--- config.mk ---
export PLATFORM = sky130hd
export DESIGN_NAME = captura_operandos_flat
export DESIGN_NICKNAME = d
export VERILOG_FILES = /design/src/rtl/captura_pkg.sv /design/src/rtl/captura_operandos_if.sv /design/src/rtl/captura_operandos_detector_flanco.sv /design/src/rtl/captura_operandos.sv /design/src/flat_wrapper.sv
export SDC_FILE = /design/constraint.sdc
export NUM_CORES = 1
export LEC_CHECK = 0
export ABC_AREA = 1
export BUFFER_PORTS_ARGS = -buffer_cell sky130_fd_sc_hd__buf_2
export CAP_MARGIN = 30
export CORE_MARGIN = 2
export CORE_UTILIZATION = 30
export CTS_CLUSTER_SIZE = 10
export DETAILED_ROUTE_END_ITERATION = 8
export GPL_TIMING_DRIVEN = 0
export PLACE_DENSITY = 0.61
export RECOVER_POWER = 100
export SYNTH_ARGS = -nofsm -noshare
export SYNTH_HDL_FRONTEND = slang
export SYNTH_SLANG_ARGS = --single-unit
--- constraint.sdc ---
create_clock -name clk -period 1.4 [get_ports clk]
set_clock_uncertainty 0.05 [all_clocks]
set_input_delay 0.07 -clock clk [delete_from_list [all_inputs] [get_ports clk]]
set_output_delay 0.07 -clock clk [all_outputs]
set_load 0.03 [all_outputs]
--- src/rtl/captura_pkg.sv ---
// Shared types and constants for the keypad operand-entry controller.
package captura_pkg;

  localparam int unsigned DIG_W  = 4;
  localparam int unsigned CNT_W  = 2;
  localparam int unsigned MODO_W = 2;

  localparam logic [DIG_W-1:0] KEY_CONFIRM = 4'hA;
  localparam logic [DIG_W-1:0] KEY_CLEAR   = 4'hC;
  localparam logic [DIG_W-1:0] MAX_DIGITO  = 4'h9;
  localparam logic [CNT_W-1:0] MAX_CUENTA  = 2'd3;

  // Encoding matches the modo output so the state register drives it directly.
  typedef enum logic [MODO_W-1:0] {
    S_OP1 = 2'd0,
    S_OP2 = 2'd1,
    S_RES = 2'd2
  } estado_t;

  typedef struct packed {
    logic [DIG_W-1:0] centenas;
    logic [DIG_W-1:0] decenas;
    logic [DIG_W-1:0] unidades;
  } operando_t;

  function automatic logic es_digito(logic [DIG_W-1:0] code);
    return code <= MAX_DIGITO;
  endfunction

  function automatic operando_t desplazar(operando_t op, logic [DIG_W-1:0] d);
    operando_t r;
    r.centenas = op.decenas;
    r.decenas  = op.unidades;
    r.unidades = d;
    return r;
  endfunction

endpackage

--- src/rtl/captura_operandos_if.sv ---
// Keypad-side and adder/display-side signals of captura_operandos.
interface captura_operandos_if;
  import captura_pkg::*;

  logic                key_valid;
  logic [DIG_W-1:0]    key_code;
  logic [DIG_W-1:0]    dig1_1;
  logic [DIG_W-1:0]    dig1_2;
  logic [DIG_W-1:0]    dig1_3;
  logic [DIG_W-1:0]    dig2_1;
  logic [DIG_W-1:0]    dig2_2;
  logic [DIG_W-1:0]    dig2_3;
  logic [MODO_W-1:0]   modo;
  logic [CNT_W-1:0]    cuenta;
  logic                listo;

  modport slave (
    input  key_valid, key_code,
    output dig1_1, dig1_2, dig1_3, dig2_1, dig2_2, dig2_3, modo, cuenta, listo
  );

  modport master (
    output key_valid, key_code,
    input  dig1_1, dig1_2, dig1_3, dig2_1, dig2_2, dig2_3, modo, cuenta, listo
  );

endinterface

--- src/rtl/captura_operandos_detector_flanco.sv ---
// Rising-edge detector for key_valid: one-cycle pulse per key press.
module detector_flanco (
  input  logic clk,
  input  logic rst_n,
  input  logic key_valid_i,
  output logic evento_c_o
);

  logic key_valid_q;

  always_ff @(posedge clk or negedge rst_n) begin
    if (!rst_n) key_valid_q <= 1'b0;
    else        key_valid_q <= key_valid_i;
  end

  assign evento_c_o = key_valid_i & ~key_valid_q;

endmodule

--- src/rtl/captura_operandos.sv ---
// Assembles two 3-digit BCD operands from keypad codes for the BCD adder.
// Optional entry timeout built when ENTRY_TIMEOUT_EN is defined.
module captura_operandos
  import captura_pkg::*;
#(
  parameter int unsigned TIMEOUT_CYCLES = 27_000_000
) (
  input  logic                clk,
  input  logic                rst_n,
  captura_operandos_if.slave  bus_io
);

  if (TIMEOUT_CYCLES < 2) begin : g_timeout_invalido
    $error("TIMEOUT_CYCLES must be at least 2");
  end

  estado_t          state_q, state_d;
  operando_t        op1_q, op1_d;
  operando_t        op2_q, op2_d;
  logic [CNT_W-1:0] cuenta_q, cuenta_d;
  logic             listo_q, listo_d;
  logic             evento_c;
  logic             acepta_c;
  logic             timeout_c;
  logic [DIG_W-1:0] code;

  detector_flanco u_detector (
    .clk         (clk),
    .rst_n       (rst_n),
    .key_valid_i (bus_io.key_valid),
    .evento_c_o  (evento_c)
  );

  assign code     = bus_io.key_code;
  assign acepta_c = evento_c & (es_digito(code) | (code == KEY_CONFIRM) | (code == KEY_CLEAR));

`ifdef ENTRY_TIMEOUT_EN
  localparam int unsigned TO_W = $clog2(TIMEOUT_CYCLES);

  logic [TO_W-1:0] to_cnt_q, to_cnt_d;

  assign timeout_c = (state_q != S_RES) && (to_cnt_q == TO_W'(TIMEOUT_CYCLES - 1));

  // Idle counter: restarts on accepted keys, parked at zero while the result is shown.
  always_comb begin
    to_cnt_d = to_cnt_q + TO_W'(1);
    if (state_q == S_RES || acepta_c || timeout_c) begin
      to_cnt_d = '0;
    end
  end

  always_ff @(posedge clk or negedge rst_n) begin
    if (!rst_n) to_cnt_q <= '0;
    else        to_cnt_q <= to_cnt_d;
  end
`else
  assign timeout_c = 1'b0;
`endif

  always_ff @(posedge clk or negedge rst_n) begin
    if (!rst_n) begin
      state_q  <= S_OP1;
      op1_q    <= '0;
      op2_q    <= '0;
      cuenta_q <= '0;
      listo_q  <= 1'b0;
    end else begin
      state_q  <= state_d;
      op1_q    <= op1_d;
      op2_q    <= op2_d;
      cuenta_q <= cuenta_d;
      listo_q  <= listo_d;
    end
  end

  // Key handling; a timeout acts exactly like the clear key.
  always_comb begin
    state_d  = state_q;
    op1_d    = op1_q;
    op2_d    = op2_q;
    cuenta_d = cuenta_q;
    listo_d  = 1'b0;

    if (acepta_c) begin
      if (es_digito(code)) begin
        if (state_q == S_RES) begin
          op1_d          = '0;
          op1_d.unidades = code;
          op2_d          = '0;
          cuenta_d       = CNT_W'(1);
          state_d        = S_OP1;
        end else if (cuenta_q < MAX_CUENTA) begin
          cuenta_d = cuenta_q + CNT_W'(1);
          if (state_q == S_OP1) op1_d = desplazar(op1_q, code);
          else                  op2_d = desplazar(op2_q, code);
        end
      end else if (code == KEY_CONFIRM) begin
        case (state_q)
          S_OP1: begin
            state_d  = S_OP2;
            cuenta_d = '0;
          end
          S_OP2: begin
            state_d  = S_RES;
            cuenta_d = '0;
            listo_d  = 1'b1;
          end
          default: ;
        endcase
      end else begin
        state_d  = S_OP1;
        op1_d    = '0;
        op2_d    = '0;
        cuenta_d = '0;
      end
    end else if (timeout_c) begin
      state_d  = S_OP1;
      op1_d    = '0;
      op2_d    = '0;
      cuenta_d = '0;
    end
  end

  assign bus_io.dig1_1 = op1_q.unidades;
  assign bus_io.dig1_2 = op1_q.decenas;
  assign bus_io.dig1_3 = op1_q.centenas;
  assign bus_io.dig2_1 = op2_q.unidades;
  assign bus_io.dig2_2 = op2_q.decenas;
  assign bus_io.dig2_3 = op2_q.centenas;
  assign bus_io.modo   = MODO_W'(state_q);
  assign bus_io.cuenta = cuenta_q;
  assign bus_io.listo  = listo_q;

endmodule

--- src/flat_wrapper.sv ---
// flat-port wrapper written by rule: the top's interface ports become plain ports
module captura_operandos_flat import captura_pkg::*;
#(
  parameter int unsigned TIMEOUT_CYCLES = 27_000_000
)
  (clk, rst_n, bus_io_key_valid, bus_io_key_code, bus_io_dig1_1, bus_io_dig1_2, bus_io_dig1_3, bus_io_dig2_1, bus_io_dig2_2, bus_io_dig2_3, bus_io_modo, bus_io_cuenta, bus_io_listo);
  captura_operandos_if bus_io_i ();
  input  logic clk;
  input  logic rst_n;
  input wire logic [$bits(bus_io_i.key_valid)-1:0] bus_io_key_valid;
  input wire logic [$bits(bus_io_i.key_code)-1:0] bus_io_key_code;
  output wire logic [$bits(bus_io_i.dig1_1)-1:0] bus_io_dig1_1;
  output wire logic [$bits(bus_io_i.dig1_2)-1:0] bus_io_dig1_2;
  output wire logic [$bits(bus_io_i.dig1_3)-1:0] bus_io_dig1_3;
  output wire logic [$bits(bus_io_i.dig2_1)-1:0] bus_io_dig2_1;
  output wire logic [$bits(bus_io_i.dig2_2)-1:0] bus_io_dig2_2;
  output wire logic [$bits(bus_io_i.dig2_3)-1:0] bus_io_dig2_3;
  output wire logic [$bits(bus_io_i.modo)-1:0] bus_io_modo;
  output wire logic [$bits(bus_io_i.cuenta)-1:0] bus_io_cuenta;
  output wire logic [$bits(bus_io_i.listo)-1:0] bus_io_listo;
  assign bus_io_i.key_valid = bus_io_key_valid;
  assign bus_io_i.key_code = bus_io_key_code;
  assign bus_io_dig1_1 = bus_io_i.dig1_1;
  assign bus_io_dig1_2 = bus_io_i.dig1_2;
  assign bus_io_dig1_3 = bus_io_i.dig1_3;
  assign bus_io_dig2_1 = bus_io_i.dig2_1;
  assign bus_io_dig2_2 = bus_io_i.dig2_2;
  assign bus_io_dig2_3 = bus_io_i.dig2_3;
  assign bus_io_modo = bus_io_i.modo;
  assign bus_io_cuenta = bus_io_i.cuenta;
  assign bus_io_listo = bus_io_i.listo;
  captura_operandos #(.TIMEOUT_CYCLES(TIMEOUT_CYCLES)) u_core (.clk(clk), .rst_n(rst_n), .bus_io(bus_io_i));
endmodule
## Word-level counts from Yosys, hierarchy flattened

Index checks and enable logic that the tools add are counted.
W data, S select, Z words.

| operators by class | value |
|---|---|
| magnitude comparators | 2 |
| $add $sub $neg | 1 |
| muxes and demuxes | 22 |
| reduce and logical (&&, ||, !) cells | 6 |
| eq/ne operators | 11 |
| bitwise operators | 5 |

Operators with widths:

| cell | number |
|---|---|
| $mux W12 | 9 |
| $mux W2 | 8 |
| $ne A3 B3 Y1 const B | 3 |
| $eq A4 B4 Y1 const B | 2 |
| $reduce_and A4 Y1 | 2 |
| $reduce_and A3 Y1 | 2 |
| $le A4 B4 Y1 const B | 1 |
| $mux W1 | 4 |
| $ne A4 B2 Y1 const B | 1 |
| $pmux W2 S2 | 1 |
| $ne A3 B2 Y1 const B | 1 |
| $add A2 B1 Y2 const B | 1 |
| $and A1 B1 Y1 | 2 |
| $eq A2 B1 Y1 const B | 1 |
| $eq A2 B2 Y1 const B | 1 |
| $logic_not A2 Y1 | 1 |
| $lt A2 B2 Y1 const B | 1 |
| $ne A2 B1 Y1 const B | 1 |
| $ne A2 B2 Y1 const B | 1 |
| $or A1 B1 Y1 | 2 |
| $reduce_or A2 Y1 | 1 |
| $not A1 Y1 | 1 |

| word-level totals | value |
|---|---|
| word-level logic and storage cells | 57 |
| bits of input ports | 7 |
| output and inout port bits | 29 |
| register bits | 30 |

## Logic depth before layout (Yosys ltp)

Gate-level depths: netlist (run 1).

| depth | value |
|---|---|
| word-level depth | 5 |
| gate-level depth with buffers | 10 |
| mapped depth without buffers | 8 |

## Modules after synthesis

From an unflattened synthesis (run 1), not the netlist that was laid out.

| unflattened totals | value |
|---|---|
| cells, all modules | 206 |
| area total of the unflattened synthesis | 1589.0 µm² |

By module, submodules not included:

| module | times used | seq. area each (µm²) | area each (µm²) | cells each |
|---|---|---|---|---|
| captura_operandos | 1 | 725.7 | 1554.0 | 203 |
| detector_flanco | 1 | 25.0 | 35.0 | 3 |

## Least setup slack after synthesis (run 1)

Ideal clock, no wire load.

| path | value |
|---|---|
| kind | reg2reg |
| start | reg u_core.cuenta_q[0] (netlist: u_core.bus_io.cuenta[0]) |
| end | reg u_core.op2_q, in the netlist u_core.bus_io.dig2_1[0] |
| cell stages (with the launch flop) | 10 |
| buffers on the path | 2 |
| path slack | -0.134 ns |
| data required time | 1.232 ns |
| arrival | 1.366 ns |
| period minus slack after synthesis | 1.534 ns |
| setup time | 0.118 ns |
| cells stage by stage | dfrtp_1 ha_1 nand2_1 nor2_1 nor2_2 buf_6 nand2_4 buf_6 nand2_1 nand2_1 |

| on the way | value |
|---|---|
| word-level cells in the longest chain between the ends | 3 |

Ends and longest elaborated chain:

| what | line | text |
|---|---|---|
| from (decl) | captura_operandos.sv:20 | `logic [CNT_W-1:0] cuenta_q, cuenta_d;` |
| from (signal assigned) | captura_operandos.sv:71 | `cuenta_q <= cuenta_d;` |
| $lt A2 B2 Y1 | captura_operandos.sv:92 | `end else if (cuenta_q < MAX_CUENTA) begin` |
| $ne A3 B3 Y1 (no source line) | -- |  |
| $reduce_and A4 Y1 (no source line) | -- |  |
| to (signal assigned) | captura_operandos.sv:70 | `op2_q <= op2_d;` |
| to (decl) | captura_operandos.sv:19 | `operando_t op2_q, op2_d;` |

Every way passes these cells.
A chain may end at the register's enable or synchronous reset.

## Worst setup path in the final report (run 1)

| path | value |
|---|---|
| start | reg u_core.cuenta_q[1] (netlist: u_core.bus_io.cuenta[1]) |
| end | reg u_core.op2_q, in the netlist u_core.bus_io.dig2_1[0] |

The elaborated chain is that of the path after synthesis.

==> results of run 1 <==
[critical path, cell delays in order, from the launching register on]
cell	delay, ps
dfrtp_2	430
ha_4	170
nand2_4	60
nor2_4	30
nor2_4	110
buf_6	140
nand2_4	70
buf_6	140
nand2_2	50
nand2_1	40
[state kept, by name, indices dropped and copies added, names as in the netlist]
name                           flops
u_core.bus_io.modo                 2
u_core.bus_io.dig2_3               4
u_core.u_detector.key_valid_q      1
u_core.bus_io.dig2_1               4
u_core.bus_io.cuenta               2
u_core.bus_io.dig1_1               4
u_core.bus_io.dig1_3               4
u_core.bus_io.dig1_2               4
u_core.bus_io.listo                1
u_core.bus_io.dig2_2               4
[stage by stage]
step,area [um2],TNS [ps],total power [uW]
after floorplan,1550,-340,1730
after global placement,1810,-475,1980
after detailed placement,1810,-628,1990
after CTS,1970,-699,2730
after global routing,2040,-829,2920
final,2040,-34.6,2730
[power by group]
| group | switching, uW | total (uW) | internal, uW |
|---|---|---|---|
| sequential | 124 | 1140 | 1020 |
| clock | 330 | 674 | 344 |
| combinational | 627 | 916 | 289 |
| total | 1080 | 2730 | 1650 |
[layer usage]
layer  track usage [%]  vias up  wire [um]
li1                  -      752          -
met1              21.5      663       1890
met2              21.9       34       1720
met3              3.97        6        201
met4              4.09        0         43
met5                 0        -          0
[layout make-up]
cell class	instances	area, um2	share of cell area (%)
sequential	30	756	37.1
multi-input combinational	154	737	36.2
timing repair buffer	45	226	11.1
buffer	11	98.8	4.86
tap	70	87.6	4.30
clock buffer	6	72.6	3.56
inverter	12	47.5	2.34
clock inverter	2	10.0	0.492
[placed cells by master, fill, tap and decap left out, types with 2 or more instances in the layout]
cell and instances:
nand2_1 70, clkbuf_1 27, nand3_1 27, dfrtp_1 26, nor2_1 23, nand2_2 15, buf_2 12, inv_1 10
buf_6 8, buf_4 7, clkbuf_8 5, nand2_4 4, dfrtp_2 4, o21ai_0 3, nor3_1 3, nor2_4 2
a21oi_1 2, clkinv_2 2, dlygate4sd3_1 2
[worst max path at each step]
stage | start | end | slack [ps] | cells after the start
floorplan | u_core.bus_io.cuenta[1] | u_core.bus_io.dig2_1[0] | -30 | 9
global placement | u_core.bus_io.modo[1] | u_core.bus_io.modo[0] | -80 | 7
detailed placement | u_core.bus_io.modo[1] | u_core.bus_io.modo[0] | -90 | 7
CTS | u_core.bus_io.cuenta[0] | u_core.bus_io.dig2_1[3] | -60 | 9
global route | u_core.bus_io.modo[0] | u_core.bus_io.dig2_2[3] | -70 | 10
finish | u_core.bus_io.cuenta[1] | u_core.bus_io.dig2_1[0] | -10 | 9
[repair_timing]
item                       in CTS  in global routing
hold endpoints to repair       31                  0
setup endpoints to repair      22                 27
buffers inserted                4                  2
cloned                          2                  0
hold buffers                    2                  0
pin swaps                       3                  2
resized for setup               8                 27
[kinds of logic after synthesis]
| family | count (synthesis) | synth area share, % |
|---|---|---|
| fa+ha+maj | 1 | 0.813 |
| simple gates | 146 | 39.8 |
| flops | 30 | 48.8 |
| buf+inv | 23 | 8.29 |
| compound gates | 7 | 2.28 |
==> run_results.csv, run 1 <==
group,metric,value,unit
worst_setup_path,reg2reg_slack,-10,ps
route,vias,1455,
placed_design,routabilityCongestion,0.819,
die,die_area,5720,um2
clock_tree,cts_tree,"done",
logic_synthesis,synth_common_cells,"nand2_1 (84), dfrtp_1 (30), nand3_1 (27)",
finish,nFillCells,540,
finish,final_util,40.4,%
sta,max-slew-margin-rel,48.7,%
finish,drive_gt1_share,25.0,%
global_route,grt_max_degree,31,
route,dr.pass1.iters,4,
hold_path,holdPathEnd,"u_core.bus_io.dig1_1[1]",
clock_tree,clockBufferDepth,2,
die,die_w,75.6,um
sta,drv_slew,0,
global_route,antenna_found_initial,0,
hold_path,hold-path-cell-count,5,
worst_setup_path,worstPathArrival,1530,ps
clock_tree,cts_root_buffer,"clkbuf_8",
sta,setup_viol,7,
clock_tree,clk_pin_slew,70,ps
sta,fin_ws,-13.0,ps
sta,fmax,708,MHz
status,violations,"negative setup slack",
die,fp.dieH,75.6,um
status,status,"complete, but fails checks",
finish,fin_cells,330,
logic_synthesis,syn_inst,207,
global_route,track_usage,14.8,%
route,viasPerCell,4.41,
logic_synthesis,yosys_warnings,0,
global_route,grt-ovfl-total,0,
logic_synthesis,yosys.area.top_type,"dfrtp_1",
logic_synthesis,synth_edf_count,0,
die,placementRows,26,
power,leakage,0.00107,uW
logic_synthesis,syn_area_per_cell,7.43,um2
logic_synthesis,synth_most_common_cell,"nand2_1",
route,wl_per_cell,11.7,um
logic_synthesis,synth.cell_area,1540,um2
worst_setup_path,criticalPathCategory,"reg -> reg",
power,peakVddDrop,0.573,mV
die,start_util,30.5,%
logic_synthesis,synth.distinct_cells,17,
logic_synthesis,async_flop_share,100,%
sta,worstMarginPinSlew,769,ps
clock_tree,htree_levels,2,
power,power_density,1340,nW/um2
worst_setup_path,crit-reg2reg-capture,"u_core.bus_io.dig2_1[0]",
sta,period_needed,1410,ps
hold_path,hold_class,"in -> reg",
finish,layout.nets,267,
hold_path,min_from,"bus_io_key_code[1]",
worst_setup_path,r2r_cells,9,
global_route,grt_pass1_vias,1325,
clock_tree,cts.sinks,30,
global_route,grt_pass1_wl,6.32,mm
worst_setup_path,worst-path-max-fanout,5,
worst_setup_path,crit_required,1520,ps
worst_setup_path,cp-start-kind,"flop",
logic_synthesis,synth_seq_cells,30,
finish,antenna_cells,0,
die,top_level_ports,36,
sta,rsz0062_at_grt,"true",
clock_tree,worstSkewPairLatency,280,ps
finish,area_growth,32.3,%
logic_synthesis,post_synth_main_area_contributors,"dfrtp_1 (49%), nand2_1 (20%), nand3_1 (8.8%), nor2_1 (6.1%), buf_6 (2.9%)",
logic_synthesis,syn-num-nets,215,
die,core_area,5040,um2
route,drt-total-wl,3.85,mm
route,ant_nets,0,
placed_design,dp_cells,312,
placed_design,dp_hpwl,2.53,mm
logic_synthesis,synth-seq-area-share,48.8,%
worst_setup_path,end_kind,"flop",
logic_synthesis,synth_top_cell_area_share,48.8,%
placed_design,pre_cts_slack,-90.9,ps
placed_design,port_buffers,35,
worst_setup_path,timing.rr.start,"u_core.bus_io.cuenta[1]",
sta,whs,128,ps
flow_run,cap_violations,0,
sta,finalHoldViolations,0,
route,first_iter_violations,106,
clock_tree,cts_made_buffers,5,
route,drc,0,
sta,fin_crit_sh,101,%
logic_synthesis,synth_ff_type,"dfrtp_1",
Note: power is estimated with default switching activity, not from simulation.
==> inputs of run 2 (changes only) <==
Settings changed: REMOVE_ABC_BUFFERS from default to 1.
==> run 2 against run 1 <==
  * The run still ends with negative setup slack left
  * Power increased by 6.0%
  * Utilization increased by 1.7 points
  * Routed wire length increased by 7.0%
  * Global-route usage increased by 0.17 points
  * Sequential share of layout area decreased by 1.7 points
  * Non-clock buffer count increased by 2
  * Design area increased by 4.2%
  * Largest cell class is now multi-input combinational cells
  * Largest power group unchanged
  * Highest routed layer unchanged
  * Setup slack got worse by 52 ps
  * Clock power increased by 23%
  * Final cell count increased by 1.5%
==> run_results.csv, run 2 (synthesis results as in run 1) <==
group,metric,value,unit
sta,fmax,682,MHz
status,violations,"negative setup slack",
die,die_w,75.6,um
global_route,track_usage,15.0,%
route,wl_per_cell,12.3,um
clock_tree,cts_made_buffers,5,
clock_tree,worstSkewPairLatency,280,ps
clock_tree,clk_pin_slew,60,ps
global_route,grt-ovfl-total,0,
worst_setup_path,worst-path-max-fanout,12,
flow_run,cap_violations,0,
finish,area_growth,37.8,%
route,dr.pass1.iters,4,
die,top_level_ports,36,
worst_setup_path,crit_path_cell_trace,"inv_2, nand2_4, nand2_2, nor2_2, nor2_4, buf_12, nand2_8, nand2_1, nand2_1",
route,drt-total-wl,4.12,mm
route,first_iter_violations,57,
worst_setup_path,worstPathBufferInverterCount,2,
die,core_area,5040,um2
worst_setup_path,cpLargestDelayFamily,"simple AND/OR/NAND/NOR gates",
hold_path,hold-path-cell-count,5,
worst_setup_path,slowest_stage,"dfrtp_1",
sta,setup_viol,26,
sta,rsz0062_at_grt,"true",
finish,layout.nets,272,
clock_tree,htree_levels,2,
die,fp.dieH,75.6,um
sta,worstMarginPinSlew,764,ps
worst_setup_path,crit_path_frequent_cell,"nand2_1",
clock_tree,cts.sinks,30,
global_route,grt_max_degree,31,
route,ant_nets,0,
global_route,antenna_found_initial,0,
worst_setup_path,cp-start-kind,"flop",
die,placementRows,26,
worst_setup_path,end_kind,"flop",
finish,multi_input_area,757,um2
sta,fin_ws,-65.4,ps
clock_tree,clockBufferDepth,2,
sta,drv_slew,0,
sta,fin_setup_tns,-1100,ps
power,power_density,1360,nW/um2
sta,fin_crit_sh,105,%
route,drc,0,
finish,regArea,752,um2
status,status,"complete, but fails checks",
placed_design,port_buffers,35,
clock_tree,cts_root_buffer,"clkbuf_8",
clock_tree,cts_tree,"done",
finish,antenna_cells,0,
worst_setup_path,timing.rr.start,"u_core.bus_io.modo[0]",
power,peakVddDrop,0.395,mV
worst_setup_path,cpPeakStageDelay,390,ps
global_route,grt_pass1_vias,1416,
die,start_util,30.5,%
finish,drive_gt1_share,24.5,%
power,leakage,0.00112,uW
finish,final_cell_mix,"nand2_1 (75), dfrtp_1 (29), clkbuf_1 (26), nand3_1 (25), nor2_1 (24)",
hold_path,hold_class,"in -> reg",
placed_design,dp_hpwl,2.27,mm
worst_setup_path,crit_required,1520,ps
worst_setup_path,crit-reg2reg-capture,"u_core.bus_io.dig1_2[2]",
finish,finalInstanceArea,2120,um2
route,viasPerCell,4.50,
worst_setup_path,crit_path_start,"u_core.bus_io.modo[0]",
route,vias,1509,
worst_setup_path,reg2reg_slack,-70,ps
worst_setup_path,crit_cells,9,
sta,period_needed,1470,ps
placed_design,routabilityCongestion,0.719,
die,die_area,5720,um2
worst_setup_path,worstPathArrival,1580,ps
finish,nFillCells,525,
finish,final_common_cell,"nand2_1",
sta,max-slew-margin-rel,49.0,%
worst_setup_path,worstSetupEndpoint,"u_core.bus_io.dig1_2[2]",
worst_setup_path,criticalPathCategory,"reg -> reg",
sta,finalHoldViolations,0,
worst_setup_path,r2r_cells,9,
placed_design,place_area,1730,um2
global_route,grt_pass1_wl,6.28,mm
==> run 2: cell types whose count changed in the layout (fill, tap and decap cells not counted), sizes merged <==
cell,before,now
clkinv,2,0
buf,27,29
clkbuf,33,35
clkinvlp,0,1
nand2,89,91
==> run 2: how the worst min path moves through the flow <==
stage,start,endpoint,slack (ps)
3_3_place_gp,rst_n,u_core.bus_io.dig1_3[0],100
4_1_cts,bus_io_key_code[0],u_core.bus_io.listo,110
2_1_floorplan,rst_n,u_core.bus_io.cuenta[0],-280
5_1_grt,bus_io_key_code[1],u_core.bus_io.dig1_1[1],150
3_5_place_dp,rst_n,u_core.bus_io.dig1_3[0],100
6_report,bus_io_key_code[1],u_core.bus_io.dig1_1[1],130
==> run 2: final cells by class <==
class / instances / area share, %
clock buffers: 8 / 5.19
flip-flops and latches: 30 / 35.5
repair inverters: 1 / 0.236
well taps: 70 / 4.13
inverters: 12 / 2.12
multi-input cells: 156 / 35.7
repair buffers: 58 / 17.2
==> run 2: metrics by stage <==
stage | instances | hold WS [ps] | utilization (%) | power, uW | setup slack (ps)
4_1_cts | 327 | 105 | 40.3 | 2890 | 2.92
6_report | 335 | 131 | 42.1 | 2890 | -65.4
3_5_place_dp | 302 | 103 | 34.4 | 1960 | -1110
5_1_grt | 335 | 153 | 42.1 | 3070 | -153
3_3_place_gp | 301 | 102 | 34.1 | 1940 | -1660
2_1_floorplan | 196 | -276 | - | 1700 | -1060
==> run 2: what timing repair did <==
item | in CTS | in global routing
gates resized for setup | 14 | 16
hold buffers | 2 | 0
buffers inserted | 12 | 7
pin swaps | 2 | 7
gates cloned | 3 | 2
setup endpoints to repair | 28 | 27
endpoints found under the hold margin | 31 | 0
==> run 2: power breakdown <==
part           leakage, uW  internal [uW]  switching, uW  total, uW
clock            0.0000575            496            330        826
combinational     0.000658            291            656        947
sequential        0.000401           1010            107       1120
==> run 2: layer usage <==
metal  wire (um)  vias to the layer above  GRT usage [%]
li1            -                      765              -
met1        1840                      707           18.1
met2        2040                       29           24.9
met3         164                        8           4.76
met4          81                        0           5.85
met5           0                        -              0
==> run 2: tightest hold or removal path: cells and delay by family <==
kind / cells / cell delay [ps]
buffers and inverters: 2 / 160
and+or+nand+nor: 3 / 200
==> inputs of run 3 (changes only) <==
Clock period 1.4 ns to 1.3 ns, I/O delays scaled along.
==> run 3 against run 2 <==
  * The flow still finishes with violations (negative setup slack)
  * Count of clock-buffer cells in the layout unchanged
  * Routed wire length up 5.9%
  * Non-clock buffer count up 1
  * Final cell count up 0.60%
  * Critical path type unchanged
  * Largest power group unchanged
  * Sequential cell count unchanged
  * Design area up 1.9%
  * Die area unchanged
  * Global-route usage up 1.4 points
  * Utilization up 0.79 points
  * Clock power up 8.1%
  * Critical path depth unchanged
  * Sequential share of layout area down 0.66 points
==> run_results.csv, run 3 (synthesis results as in run 1) <==
group,metric,value,unit
clock_tree,clockBufferDepth,2,
die,core_area,5040,um2
sta,fin_crit_sh,111,%
worst_setup_path,worstPathArrival,1570,ps
route,ant_nets,0,
route,vias,1552,
worst_setup_path,crit_path_start,"u_core.bus_io.modo[0]",
power,peakVddDrop,0.428,mV
sta,rsz0062_at_grt,"true",
worst_setup_path,cpLargestDelayFamily,"simple AND/OR/NAND/NOR gates",
die,fp.dieH,75.6,um
finish,final_util,42.9,%
power,internal-power,1950,uW
clock_tree,worstSkewPairLatency,280,ps
route,dr.pass1.iters,4,
clock_tree,htree_levels,2,
clock_tree,clk_pin_slew,60,ps
hold_path,min_from,"bus_io_key_valid",
status,status,"complete, but fails checks",
worst_setup_path,worstPathBufferInverterCount,2,
clock_tree,cts.sinks,30,
worst_setup_path,end_kind,"flop",
sta,finalHoldViolations,0,
worst_setup_path,timing.rr.start,"u_core.bus_io.modo[0]",
die,top_level_ports,36,
sta,fin_setup_tns,-3190,ps
worst_setup_path,crit_path_cell_trace,"inv_2, nand2_4, nand2_2, nor2_2, nor2_4, buf_8, nand2_8, nand2_1, nand2_1",
finish,nFillCells,529,
global_route,grt_pass1_vias,1523,
global_route,track_usage,16.4,%
worst_setup_path,cp-start-kind,"flop",
sta,fmax,694,MHz
finish,drive_gt1_share,27.7,%
power,report.power.total,3150,uW
placed_design,routabilityCongestion,0.719,
power,clkPwrFrac,28.3,%
sta,drv_slew,0,
global_route,grt-ovfl-total,0,
die,placementRows,26,
placed_design,dp_hpwl,2.27,mm
power,swShare,38.1,%
route,drc,0,
sta,worstMarginPinSlew,754,ps
route,first_iter_violations,69,
worst_setup_path,criticalPathCategory,"reg -> reg",
die,die_area,5720,um2
status,violations,"negative setup slack",
worst_setup_path,worst-path-max-fanout,6,
hold_path,hold_class,"in -> reg",
worst_setup_path,crit_required,1430,ps
clock_tree,cts_made_buffers,5,
clock_tree,cts_root_buffer,"clkbuf_8",
die,start_util,30.5,%
global_route,grt_max_degree,31,
clock_tree,cts_tree,"done",
finish,layout.nets,274,
global_route,grt_pass1_wl,6.84,mm
power,seqPwrFrac,38.5,%
worst_setup_path,cpPeakStageDelay,390,ps
power,p_switching,1200,uW
placed_design,port_buffers,35,
finish,antenna_cells,0,
worst_setup_path,reg2reg_slack,-140,ps
sta,whs,120,ps
sta,max-slew-margin-rel,49.7,%
route,wl_per_cell,13.0,um
worst_setup_path,crit_path_frequent_cell,"nand2_1",
global_route,antenna_found_initial,0,
finish,area_growth,40.4,%
worst_setup_path,slowest_stage,"dfrtp_1",
finish,final_common_cell,"nand2_1",
sta,fin_ws,-142,ps
route,viasPerCell,4.61,
route,drt-total-wl,4.37,mm
power,leakage,0.00113,uW
die,die_w,75.6,um
flow_run,cap_violations,0,
finish,final_cell_mix,"nand2_1 (70), dfrtp_1 (29), nand3_1 (26), nor2_1 (24), clkbuf_1 (24)",
sta,period_needed,1440,ps
sta,setup_viol,27,
power,power_density,1460,nW/um2
power,comb_power_share,33.2,%
[run 3: cell count changes in the layout (fill, tap and decap cells not counted), sizes merged]
| cell | before | now |
|---|---|---|
| buf | 29 | 32 |
| nand2 | 91 | 92 |
| clkbuf | 35 | 33 |
[run 3: worst register-to-register path, stage by stage, from the launching register on]
cell     delay (ps)
dfrtp_1         390
inv_2           110
nand2_4          70
nand2_2          60
nor2_2           50
nor2_4          210
buf_8           180
nand2_8          80
nand2_1          70
nand2_1          50
[run 3: power groups by stage]
stage	clock [uW]	combinational, uW	sequential (uW)
finish	893	1050	1210
global placement	0	873	1220
detailed placement	0	889	1220
global route	947	1150	1240
CTS	911	1050	1210
floorplan	0	299	1530
[run 3: final timing paths]
check                      cells after the start                       to
setup / recovery                               9  u_core.bus_io.dig2_1[0]
hold / removal                                 5      u_core.bus_io.listo
setup reg to reg                               9  u_core.bus_io.dig2_1[0]
hold reg to reg                                2  u_core.bus_io.dig1_3[0]
max in group asynchronous                      2    u_core.bus_io.modo[1]
min in group asynchronous                      2  u_core.bus_io.dig1_3[0]
[run 3: metrics by stage]
step                      cells  instance area (um2)  worst slack (ps)
final                       337                 2160              -142
after CTS                   335                 2150             -75.9
after global placement      301                 1720             -1760
after global routing        337                 2160              -226
after floorplan             196                 1460             -1160
after detailed placement    302                 1730             -1210
[run 3: layer usage]
layer	GRT usage, %	vias to the layer above	share of wire (%)
met2	27.1	41	52
met1	19.3	732	40
met5	0	-	0
met4	7.80	0	2.5
met3	5.16	12	5.5
li1	-	767	-
[run 3: area by class of cell]
class	count	area, um2	share of cell area (%)
Timing Repair Buffer	59	382	17.7
Sequential cell	30	752	34.8
Multi-Input combinational cell	157	779	36.1
Clock buffer	8	110	5.10
Inverter	12	45.0	2.08
Tap cell	70	87.6	4.05
Timing Repair inverter	1	5.00	0.232
[run 3: timing repair]
item / CTS / global route
buffers inserted: 17 / 2
hold endpoints to repair: 31 / 0
gates resized for setup: 30 / 8
endpoints found under the setup margin: 28 / 28
hold buffers: 2 / 0
pin swaps: 8 / 3
cloned: 6 / 0
